### config.mk
export PLATFORM = sky130hd
export DESIGN_NAME = branch_target_predictor_flat
export DESIGN_NICKNAME = d
export VERILOG_FILES = /design/src/rtl/branch_target_predictor_pkg.sv /design/src/rtl/branch_target_predictor_if.sv /design/src/rtl/branch_target_predictor_ras_stack.sv /design/src/rtl/branch_target_predictor.sv /design/src/flat_wrapper.sv
export SDC_FILE = /design/constraint.sdc
export NUM_CORES = 2
export LEC_CHECK = 0
export BUFFER_PORTS_ARGS = -buffer_cell sky130_fd_sc_hd__buf_4
export CORE_ASPECT_RATIO = 1.5
export CORE_MARGIN = 2
export CORE_UTILIZATION = 45
export DETAILED_ROUTE_END_ITERATION = 16
export GPL_TIMING_DRIVEN = 0
export SLEW_MARGIN = 10
export SYNTH_ARGS = -nofsm -noshare
export SYNTH_HDL_FRONTEND = slang
export SYNTH_SLANG_ARGS = --single-unit
### constraint.sdc
create_clock -name aclk -period 7.1 [get_ports aclk]
set_input_delay 0 -clock aclk [delete_from_list [all_inputs] [get_ports aclk]]
set_output_delay 0 -clock aclk [all_outputs]
set_load 0.05 [all_outputs]
### src/rtl/branch_target_predictor_pkg.sv
// rtl/branch_target_predictor_pkg.sv - branch type codes, counter encodings and helpers
package branch_target_predictor_pkg;

    typedef enum logic [1:0] {
        BR_COND = 2'b00,
        BR_JUMP = 2'b01,
        BR_CALL = 2'b10,
        BR_RET  = 2'b11
    } br_type_e;

    localparam logic [1:0] CTR_SNT = 2'b00;
    localparam logic [1:0] CTR_WNT = 2'b01;
    localparam logic [1:0] CTR_WT  = 2'b10;
    localparam logic [1:0] CTR_ST  = 2'b11;

    // A call returns past its delay slot
    localparam logic [31:0] RET_OFFSET = 32'd8;

    function automatic logic [1:0] ctr_next(input logic [1:0] ctr, input logic taken);
        if (taken) begin
            return (ctr == CTR_ST) ? CTR_ST : ctr + 2'd1;
        end
        return (ctr == CTR_SNT) ? CTR_SNT : ctr - 2'd1;
    endfunction

endpackage

### src/rtl/branch_target_predictor_if.sv
// rtl/branch_target_predictor_if.sv - lookup, prediction and training signals
interface branch_target_predictor_if;

    logic        pf_valid;
    logic [31:0] pf_pc;
    logic        stall;
    logic        flush;
    logic        bp_valid;
    logic        bp_taken;
    logic [31:0] bp_target;
    logic        upd_valid;
    logic [31:0] upd_pc;
    logic [1:0]  upd_type;
    logic        upd_taken;
    logic [31:0] upd_target;
    logic        upd_mispredict;

    modport master (
        output pf_valid, pf_pc, stall, flush,
        output upd_valid, upd_pc, upd_type, upd_taken, upd_target, upd_mispredict,
        input  bp_valid, bp_taken, bp_target
    );

    modport slave (
        input  pf_valid, pf_pc, stall, flush,
        input  upd_valid, upd_pc, upd_type, upd_taken, upd_target, upd_mispredict,
        output bp_valid, bp_taken, bp_target
    );

endinterface

### src/rtl/branch_target_predictor_ras_stack.sv
// rtl/branch_target_predictor_ras_stack.sv - circular return address stack with committed-pointer recovery
module ras_stack #(
    parameter int RAS_DEPTH = 8
) (
    input  logic        aclk,
    input  logic        aresetn,
    input  logic        push,
    input  logic        pop,
    input  logic [31:0] push_data,
    input  logic        commit_push,
    input  logic        commit_pop,
    input  logic        recover,
    output logic [31:0] top,
    output logic        empty
);

    localparam int PTR_W = $clog2(RAS_DEPTH);
    localparam logic [PTR_W:0] FULL_CNT = (PTR_W + 1)'(RAS_DEPTH);

    logic [31:2]      mem_q [RAS_DEPTH];
    logic [31:2]      mem_d [RAS_DEPTH];
    logic [PTR_W-1:0] sp_q, sp_d, csp_q, csp_d;
    logic [PTR_W:0]   cnt_q, cnt_d, ccnt_q, ccnt_d;
    logic [PTR_W-1:0] top_idx;
    logic             unused_ok;

    assign top_idx   = sp_q - 1'b1;
    assign top       = {mem_q[top_idx], 2'b00};
    assign empty     = (cnt_q == '0);
    assign unused_ok = ^push_data[1:0];

    always_comb begin
        mem_d  = mem_q;
        sp_d   = sp_q;
        cnt_d  = cnt_q;
        csp_d  = csp_q;
        ccnt_d = ccnt_q;

        // Full pushes wrap onto the oldest slot; the count just saturates
        if (push) begin
            mem_d[sp_q] = push_data[31:2];
            sp_d        = sp_q + 1'b1;
            if (cnt_q != FULL_CNT) cnt_d = cnt_q + 1'b1;
        end else if (pop && cnt_q != '0) begin
            sp_d  = sp_q - 1'b1;
            cnt_d = cnt_q - 1'b1;
        end

        if (commit_push) begin
            csp_d = csp_q + 1'b1;
            if (ccnt_q != FULL_CNT) ccnt_d = ccnt_q + 1'b1;
        end else if (commit_pop && ccnt_q != '0) begin
            csp_d  = csp_q - 1'b1;
            ccnt_d = ccnt_q - 1'b1;
        end

        // Only the pointers rewind; wrong-path overwrites stay in mem
        if (recover) begin
            sp_d  = csp_d;
            cnt_d = ccnt_d;
        end
    end

    always_ff @(posedge aclk or negedge aresetn) begin
        if (!aresetn) begin
            mem_q  <= '{default: '0};
            sp_q   <= '0;
            cnt_q  <= '0;
            csp_q  <= '0;
            ccnt_q <= '0;
        end else begin
            mem_q  <= mem_d;
            sp_q   <= sp_d;
            cnt_q  <= cnt_d;
            csp_q  <= csp_d;
            ccnt_q <= ccnt_d;
        end
    end

endmodule

### src/rtl/branch_target_predictor.sv
// rtl/branch_target_predictor.sv - BTB with 2-bit counters and RAS, registered prediction into IF
module branch_target_predictor #(
    parameter int ENTRIES   = 64,
    parameter int TAG_W     = 8,
    parameter int RAS_DEPTH = 8
) (
    input logic                       aclk,
    input logic                       aresetn,
    branch_target_predictor_if.slave  bus
);

    import branch_target_predictor_pkg::*;

    localparam int IDX_W = $clog2(ENTRIES);

    logic             valid_q [ENTRIES];
    logic             valid_d [ENTRIES];
    logic [TAG_W-1:0] tag_q   [ENTRIES];
    logic [TAG_W-1:0] tag_d   [ENTRIES];
    logic [31:2]      tgt_q   [ENTRIES];
    logic [31:2]      tgt_d   [ENTRIES];
    br_type_e         type_q  [ENTRIES];
    br_type_e         type_d  [ENTRIES];
    logic [1:0]       ctr_q   [ENTRIES];
    logic [1:0]       ctr_d   [ENTRIES];

    logic             bp_valid_q, bp_valid_d;
    logic             bp_taken_q, bp_taken_d;
    logic [31:0]      bp_target_q, bp_target_d;

    logic [IDX_W-1:0] lk_idx, up_idx;
    logic [TAG_W-1:0] lk_tag, up_tag;
    logic             lk_hit, up_hit, lk_go;
    br_type_e         lk_type, up_type;
    logic             pred_taken;
    logic [31:0]      pred_target;
    logic             ras_push, ras_pop, ras_empty;
    logic [31:0]      ras_top;
    logic             unused_ok;

    assign lk_idx  = bus.pf_pc[IDX_W+1:2];
    assign lk_tag  = bus.pf_pc[IDX_W+TAG_W+1:IDX_W+2];
    assign lk_hit  = valid_q[lk_idx] && (tag_q[lk_idx] == lk_tag);
    assign lk_type = type_q[lk_idx];
    assign up_idx  = bus.upd_pc[IDX_W+1:2];
    assign up_tag  = bus.upd_pc[IDX_W+TAG_W+1:IDX_W+2];
    assign up_hit  = valid_q[up_idx] && (tag_q[up_idx] == up_tag);
    assign up_type = br_type_e'(bus.upd_type);

    assign lk_go    = bus.pf_valid && !bus.stall && !bus.flush;
    assign ras_push = lk_go && lk_hit && (lk_type == BR_CALL);
    assign ras_pop  = lk_go && lk_hit && (lk_type == BR_RET);

    assign unused_ok = ^{bus.pf_pc[31:IDX_W+TAG_W+2], bus.pf_pc[1:0],
                         bus.upd_pc[31:IDX_W+TAG_W+2], bus.upd_pc[1:0],
                         bus.upd_target[1:0]};

    ras_stack #(.RAS_DEPTH(RAS_DEPTH)) u_ras (
        .aclk        (aclk),
        .aresetn     (aresetn),
        .push        (ras_push),
        .pop         (ras_pop),
        .push_data   (bus.pf_pc + RET_OFFSET),
        .commit_push (bus.upd_valid && up_type == BR_CALL),
        .commit_pop  (bus.upd_valid && up_type == BR_RET),
        .recover     (bus.upd_valid && bus.upd_mispredict),
        .top         (ras_top),
        .empty       (ras_empty)
    );

    always_comb begin
        pred_taken  = 1'b0;
        pred_target = '0;
        if (lk_hit) begin
            unique case (lk_type)
                BR_COND: begin
                    pred_taken  = ctr_q[lk_idx][1];
                    pred_target = {tgt_q[lk_idx], 2'b00};
                end
                BR_JUMP, BR_CALL: begin
                    pred_taken  = 1'b1;
                    pred_target = {tgt_q[lk_idx], 2'b00};
                end
                BR_RET: begin
                    pred_taken  = !ras_empty;
                    pred_target = ras_top;
                end
            endcase
        end
    end

    always_comb begin
        bp_valid_d  = bp_valid_q;
        bp_taken_d  = bp_taken_q;
        bp_target_d = bp_target_q;
        if (bus.flush) begin
            bp_valid_d  = 1'b0;
            bp_taken_d  = 1'b0;
            bp_target_d = '0;
        end else if (!bus.stall) begin
            bp_valid_d  = bus.pf_valid;
            bp_taken_d  = bus.pf_valid && pred_taken;
            bp_target_d = (bus.pf_valid && pred_taken) ? pred_target : '0;
        end
    end

    // Lookup reads the _q arrays, so a same-cycle update to its index is not bypassed
    always_comb begin
        valid_d = valid_q;
        tag_d   = tag_q;
        tgt_d   = tgt_q;
        type_d  = type_q;
        ctr_d   = ctr_q;
        if (bus.upd_valid) begin
            if (up_hit) begin
                ctr_d[up_idx] = ctr_next(ctr_q[up_idx], bus.upd_taken);
                if (bus.upd_taken) begin
                    tgt_d[up_idx]  = bus.upd_target[31:2];
                    type_d[up_idx] = up_type;
                end
            end else if (bus.upd_taken) begin
                valid_d[up_idx] = 1'b1;
                tag_d[up_idx]   = up_tag;
                tgt_d[up_idx]   = bus.upd_target[31:2];
                type_d[up_idx]  = up_type;
                ctr_d[up_idx]   = (up_type == BR_COND) ? CTR_WT : CTR_ST;
            end
        end
    end

    always_ff @(posedge aclk or negedge aresetn) begin
        if (!aresetn) begin
            valid_q     <= '{default: 1'b0};
            tag_q       <= '{default: '0};
            tgt_q       <= '{default: '0};
            type_q      <= '{default: BR_COND};
            ctr_q       <= '{default: CTR_WNT};
            bp_valid_q  <= 1'b0;
            bp_taken_q  <= 1'b0;
            bp_target_q <= '0;
        end else begin
            valid_q     <= valid_d;
            tag_q       <= tag_d;
            tgt_q       <= tgt_d;
            type_q      <= type_d;
            ctr_q       <= ctr_d;
            bp_valid_q  <= bp_valid_d;
            bp_taken_q  <= bp_taken_d;
            bp_target_q <= bp_target_d;
        end
    end

    assign bus.bp_valid  = bp_valid_q;
    assign bus.bp_taken  = bp_taken_q;
    assign bus.bp_target = bp_target_q;

endmodule

### src/flat_wrapper.sv
// flat-port wrapper written by rule: the top's interface ports become plain ports
module branch_target_predictor_flat import branch_target_predictor_pkg::*;
#(
    parameter int ENTRIES   = 64,
    parameter int TAG_W     = 8,
    parameter int RAS_DEPTH = 8
)
  (aclk, aresetn, bus_pf_valid, bus_pf_pc, bus_stall, bus_flush, bus_upd_valid, bus_upd_pc, bus_upd_type, bus_upd_taken, bus_upd_target, bus_upd_mispredict, bus_bp_valid, bus_bp_taken, bus_bp_target);
  branch_target_predictor_if bus_i ();
  input logic aclk;
  input logic aresetn;
  input wire logic [$bits(bus_i.pf_valid)-1:0] bus_pf_valid;
  input wire logic [$bits(bus_i.pf_pc)-1:0] bus_pf_pc;
  input wire logic [$bits(bus_i.stall)-1:0] bus_stall;
  input wire logic [$bits(bus_i.flush)-1:0] bus_flush;
  input wire logic [$bits(bus_i.upd_valid)-1:0] bus_upd_valid;
  input wire logic [$bits(bus_i.upd_pc)-1:0] bus_upd_pc;
  input wire logic [$bits(bus_i.upd_type)-1:0] bus_upd_type;
  input wire logic [$bits(bus_i.upd_taken)-1:0] bus_upd_taken;
  input wire logic [$bits(bus_i.upd_target)-1:0] bus_upd_target;
  input wire logic [$bits(bus_i.upd_mispredict)-1:0] bus_upd_mispredict;
  output wire logic [$bits(bus_i.bp_valid)-1:0] bus_bp_valid;
  output wire logic [$bits(bus_i.bp_taken)-1:0] bus_bp_taken;
  output wire logic [$bits(bus_i.bp_target)-1:0] bus_bp_target;
  assign bus_i.pf_valid = bus_pf_valid;
  assign bus_i.pf_pc = bus_pf_pc;
  assign bus_i.stall = bus_stall;
  assign bus_i.flush = bus_flush;
  assign bus_i.upd_valid = bus_upd_valid;
  assign bus_i.upd_pc = bus_upd_pc;
  assign bus_i.upd_type = bus_upd_type;
  assign bus_i.upd_taken = bus_upd_taken;
  assign bus_i.upd_target = bus_upd_target;
  assign bus_i.upd_mispredict = bus_upd_mispredict;
  assign bus_bp_valid = bus_i.bp_valid;
  assign bus_bp_taken = bus_i.bp_taken;
  assign bus_bp_target = bus_i.bp_target;
  branch_target_predictor #(.ENTRIES(ENTRIES), .TAG_W(TAG_W), .RAS_DEPTH(RAS_DEPTH)) u_core (.aclk(aclk), .aresetn(aresetn), .bus(bus_i));
endmodule
==> results.sh <==
export IMPL_timing_final_crit_share_pct=103.5
export IMPL_final_cell_mix="dfrtp_1 (2974), mux2_2 (2730), nand2_1 (1030)"
export IMPL_setup_viol=119
export IMPL_worstMarginPinSlew_ns=1.580
export IMPL_synth_cells=10380
export IMPL_max_clock_path_buffers=4
export IMPL_fp_dieW_um=467.2
export IMPL_powerDensity_nw_per_um2=264.0
export IMPL_p_sw_w=0.01247
export IMPL_num_rows=255
export IMPL_firstDrtPassIters=9
export IMPL_cp_end_kind="flop"
export IMPL_fin_nets=11050
export IMPL_insertion_delay_ns=0.97
export IMPL_numClockSinks=3038
export IMPL_leakage_nw=76.43
export IMPL_io_buffers=79
export IMPL_stdcell_count=15500
export IMPL_path_clk_slew_ns=0.06
export IMPL_cts_buffers=316
export IMPL_cts_tree="yes"
export IMPL_seq_power_share_pct=45.2
export IMPL_ys_flop_type="dfrtp_1"
export IMPL_slew_viol_final=25
export IMPL_layout_commonest_cell="dfrtp_1"
export IMPL_drive_gt1_share_pct=41.45
export IMPL_area_growth_pct=13.47
export IMPL_root_buffer="clkbuf_16"
export IMPL_core_um2=321000
export IMPL_crit_type="in -> reg"
export IMPL_async_reset_ff_share_pct=100.0
export IMPL_drt_wirelength_per_cell_um=46.64
export IMPL_yosys_area_top_type_share_pct=51.39
export IMPL_start_kind="input port"
export IMPL_place_ws_ns=-2.481
export IMPL_synth_edff_count=0
export IMPL_fp_dieH_um=698.8
export IMPL_yosysWarnings=0
export IMPL_dp_hpwl_um=526400
export IMPL_ir_drop_mv=0.2110
export IMPL_internal_power_w=0.03091
export IMPL_initial_utilization_pct=45.12
export IMPL_yosysSeqAreaShare_pct=52.55
export IMPL_grt_max_degree=171
export IMPL_drt_initial_drc_count=12240
export IMPL_boundaryPins=140
export IMPL_avgSynthCellArea_um2=13.96
export IMPL_crit_chain="buf_4 -> buf_2 -> buf_2 -> buf_2 -> nand2_1 -> o221ai_1 -> a21oi_1 -> nand3_1 -> xor2_1 -> nor3_1 -> nand4_1 -> buf_2 -> buf_2 -> buf_2 -> nand2_1 -> mux2_2"
export IMPL_max_stage_delay_ns=1.28
export IMPL_synth_area_top_cells="dfrtp_1 (51%), mux2_2 (21%), mux4_2 (11%)"
export IMPL_grt_pass1_vias=106900
export IMPL_failed_checks="max-capacitance violations, max-slew violations, negative setup slack"
export IMPL_synth_cell_types=78
export IMPL_die_area_um2=326500
export IMPL_synth_top_area_cell="dfrtp_1"
export IMPL_max_slew_margin_rel_pct=-5.308
export IMPL_combPwrFrac_pct=15.0
export IMPL_status="complete, but fails checks"
export IMPL_fill_cells=27640
export IMPL_worst_slack_ns=-0.2487
export IMPL_synthesis_area_um2=144800
export IMPL_vias=105500
export IMPL_hold_viol=0
export IMPL_crit_top_cell="buf_2"
export IMPL_critPathSlowestCell="o221ai_1"
export IMPL_grt_setup_unrepaired="false"
export IMPL_place_gp_congestion=1.070
export IMPL_overflow=0
export IMPL_clock_fmax_mhz=136.1
export IMPL_drv_cap=6
export IMPL_min_period_ns=7.349
export IMPL_finalSetupTns_ns=-12.68
export IMPL_grt_usage_pct=44.15
export IMPL_crit_arrival_ns=8.17
export IMPL_hp_class="in -> reg"
export IMPL_grt_pass1_wl_um=962200
export IMPL_p_sw_share_pct=28.75
export IMPL_synth_seq_cells=3038
export IMPL_antenna_found_initial=88
export IMPL_route_detailed_drc=0
export IMPL_fin_skew_ns=0.06096
export IMPL_viasPerCell=6.807
export IMPL_cp_required_ns=7.92
export IMPL_drt_total_wl_um=723000
export IMPL_placed_cells=14790
export IMPL_p_clk_share_pct=39.8
export IMPL_h_tree_depth=5
export IMPL_ant_nets=0
export IMPL_cp_max_fo=10
## repair_timing
action                     CTS  global route
gates resized for setup     15             6
hold buffers                62             1
hold endpoints to repair   927             1
setup buffers                0             2
setup endpoints to repair  278             1
## kinds of logic (layout without fill, tap and decap cells)
logic type / Yosys count / in the layout / share of synthesized area (%)
buf+inv: 1014 / 1809 / 3.009
xor+xnor: 49 / 49 / 0.2964
fa+ha+maj: 15 / 15 / 0.1313
simple gates: 1508 / 1508 / 4.432
other cells: 1 / 93 / 0.002590
compound gates: 958 / 958 / 4.597
mux: 3792 / 3792 / 34.98
flops: 3038 / 3038 / 52.55
## registers in the layout, summed over array words and instances, names as in the netlist
register,cells
u_core.bus.bp_taken,1
u_core.u_ras.cnt_q,4
u_core.valid_q,64
u_core.bus.bp_target,30
u_core.u_ras.ccnt_q,4
u_core.tgt_q,1920
u_core.type_q,128
u_core.bus.bp_valid,1
u_core.ctr_q,128
u_core.u_ras.csp_q,3
u_core.tag_q,512
u_core.u_ras.mem_q,240
u_core.u_ras.sp_q,3
## synth_stat cells (all sizes together), types with 72 or more instances
cell type	number
a21oi	129
o22ai	151
nand2	1031
a221oi	94
nand2b	72
nor2	188
mux2	2757
mux2i	296
mux4	739
dfrtp	2974
clkbuf	682
a22oi	119
o21ai	167
buf	284
## power groups by stage
stage / logic [W] / clock network (W) / registers [W]
3_5_place_dp: 0.00628 / 0 / 0.0199
3_3_place_gp: 0.00603 / 0 / 0.0198
6_report: 0.00651 / 0.0173 / 0.0196
4_1_cts: 0.00633 / 0.0173 / 0.0196
5_1_grt: 0.00665 / 0.0179 / 0.0197
2_1_floorplan: 0.00351 / 0 / 0.0195
## layout make-up
cell class,instances,area (um^2),share of cell area (%)
Sequential cell,3038,76100,46.31
Multi-Input combinational cell,6324,64520,39.27
Clock buffer,479,9355,5.693
Tap cell,4240,5305,3.228
Buffer,960,4413,2.686
Timing Repair Buffer,245,3284,1.999
Clock inverter,77,928.4,0.5650
Antenna cell,91,227.7,0.1386
Inverter,48,183.9,0.1119
## critical path, delay by kind of cell
| kind | cells | cell delay [ns] |
|---|---|---|
| muxes | 1 | 0.51 |
| AOI/OAI and AO/OA | 2 | 1.45 |
| buffers and inverters | 7 | 3.36 |
| xor gates and xnor gates | 1 | 0.41 |
| and+or+nand+nor | 5 | 2.35 |
## per-stage QoR
stage	total power, W	area (um^2)	utilization [%]	hold WS [ns]
floorplan	0.02300	144800	-	-0.2956
global placement	0.02586	150700	46.96	0.2180
finish	0.04338	164300	51.20	0.04050
CTS	0.04315	164000	51.09	0.01699
detailed placement	0.02615	153000	47.68	-0.1217
global route	0.04430	164100	51.14	0.02265
## path summary, 6_finish.rpt
path / start / end / slack, ns / cells past startpoint
hold / removal: bus_upd_pc[8] / u_core.tag_q[312]$_DFFE_PN0P_ / 0.04 / 3
max in group asynchronous: aresetn / u_core.tgt_q[430]$_DFFE_PN0P_ / 1.84 / 10
min in group asynchronous: aresetn / u_core.tag_q[368]$_DFFE_PN0P_ / 0.30 / 4
hold reg to reg: u_core.ctr_q[52]$_DFFE_PN1P_ / u_core.ctr_q[52]$_DFFE_PN1P_ / 0.47 / 2
setup / recovery: bus_upd_pc[2] / u_core.tag_q[19]$_DFFE_PN0P_ / -0.25 / 16
setup reg to reg: u_core.tag_q[442]$_DFFE_PN0P_ / u_core.tag_q[19]$_DFFE_PN0P_ / 0.77 / 13
## metal layers
metal,global-route usage (%),part of all wire [%]
met5,0.2525,0.039
met4,47.92,13
met3,12.10,8.2
met2,68.43,46
met1,46.25,32
Note: power is estimated with default switching activity, not from simulation.
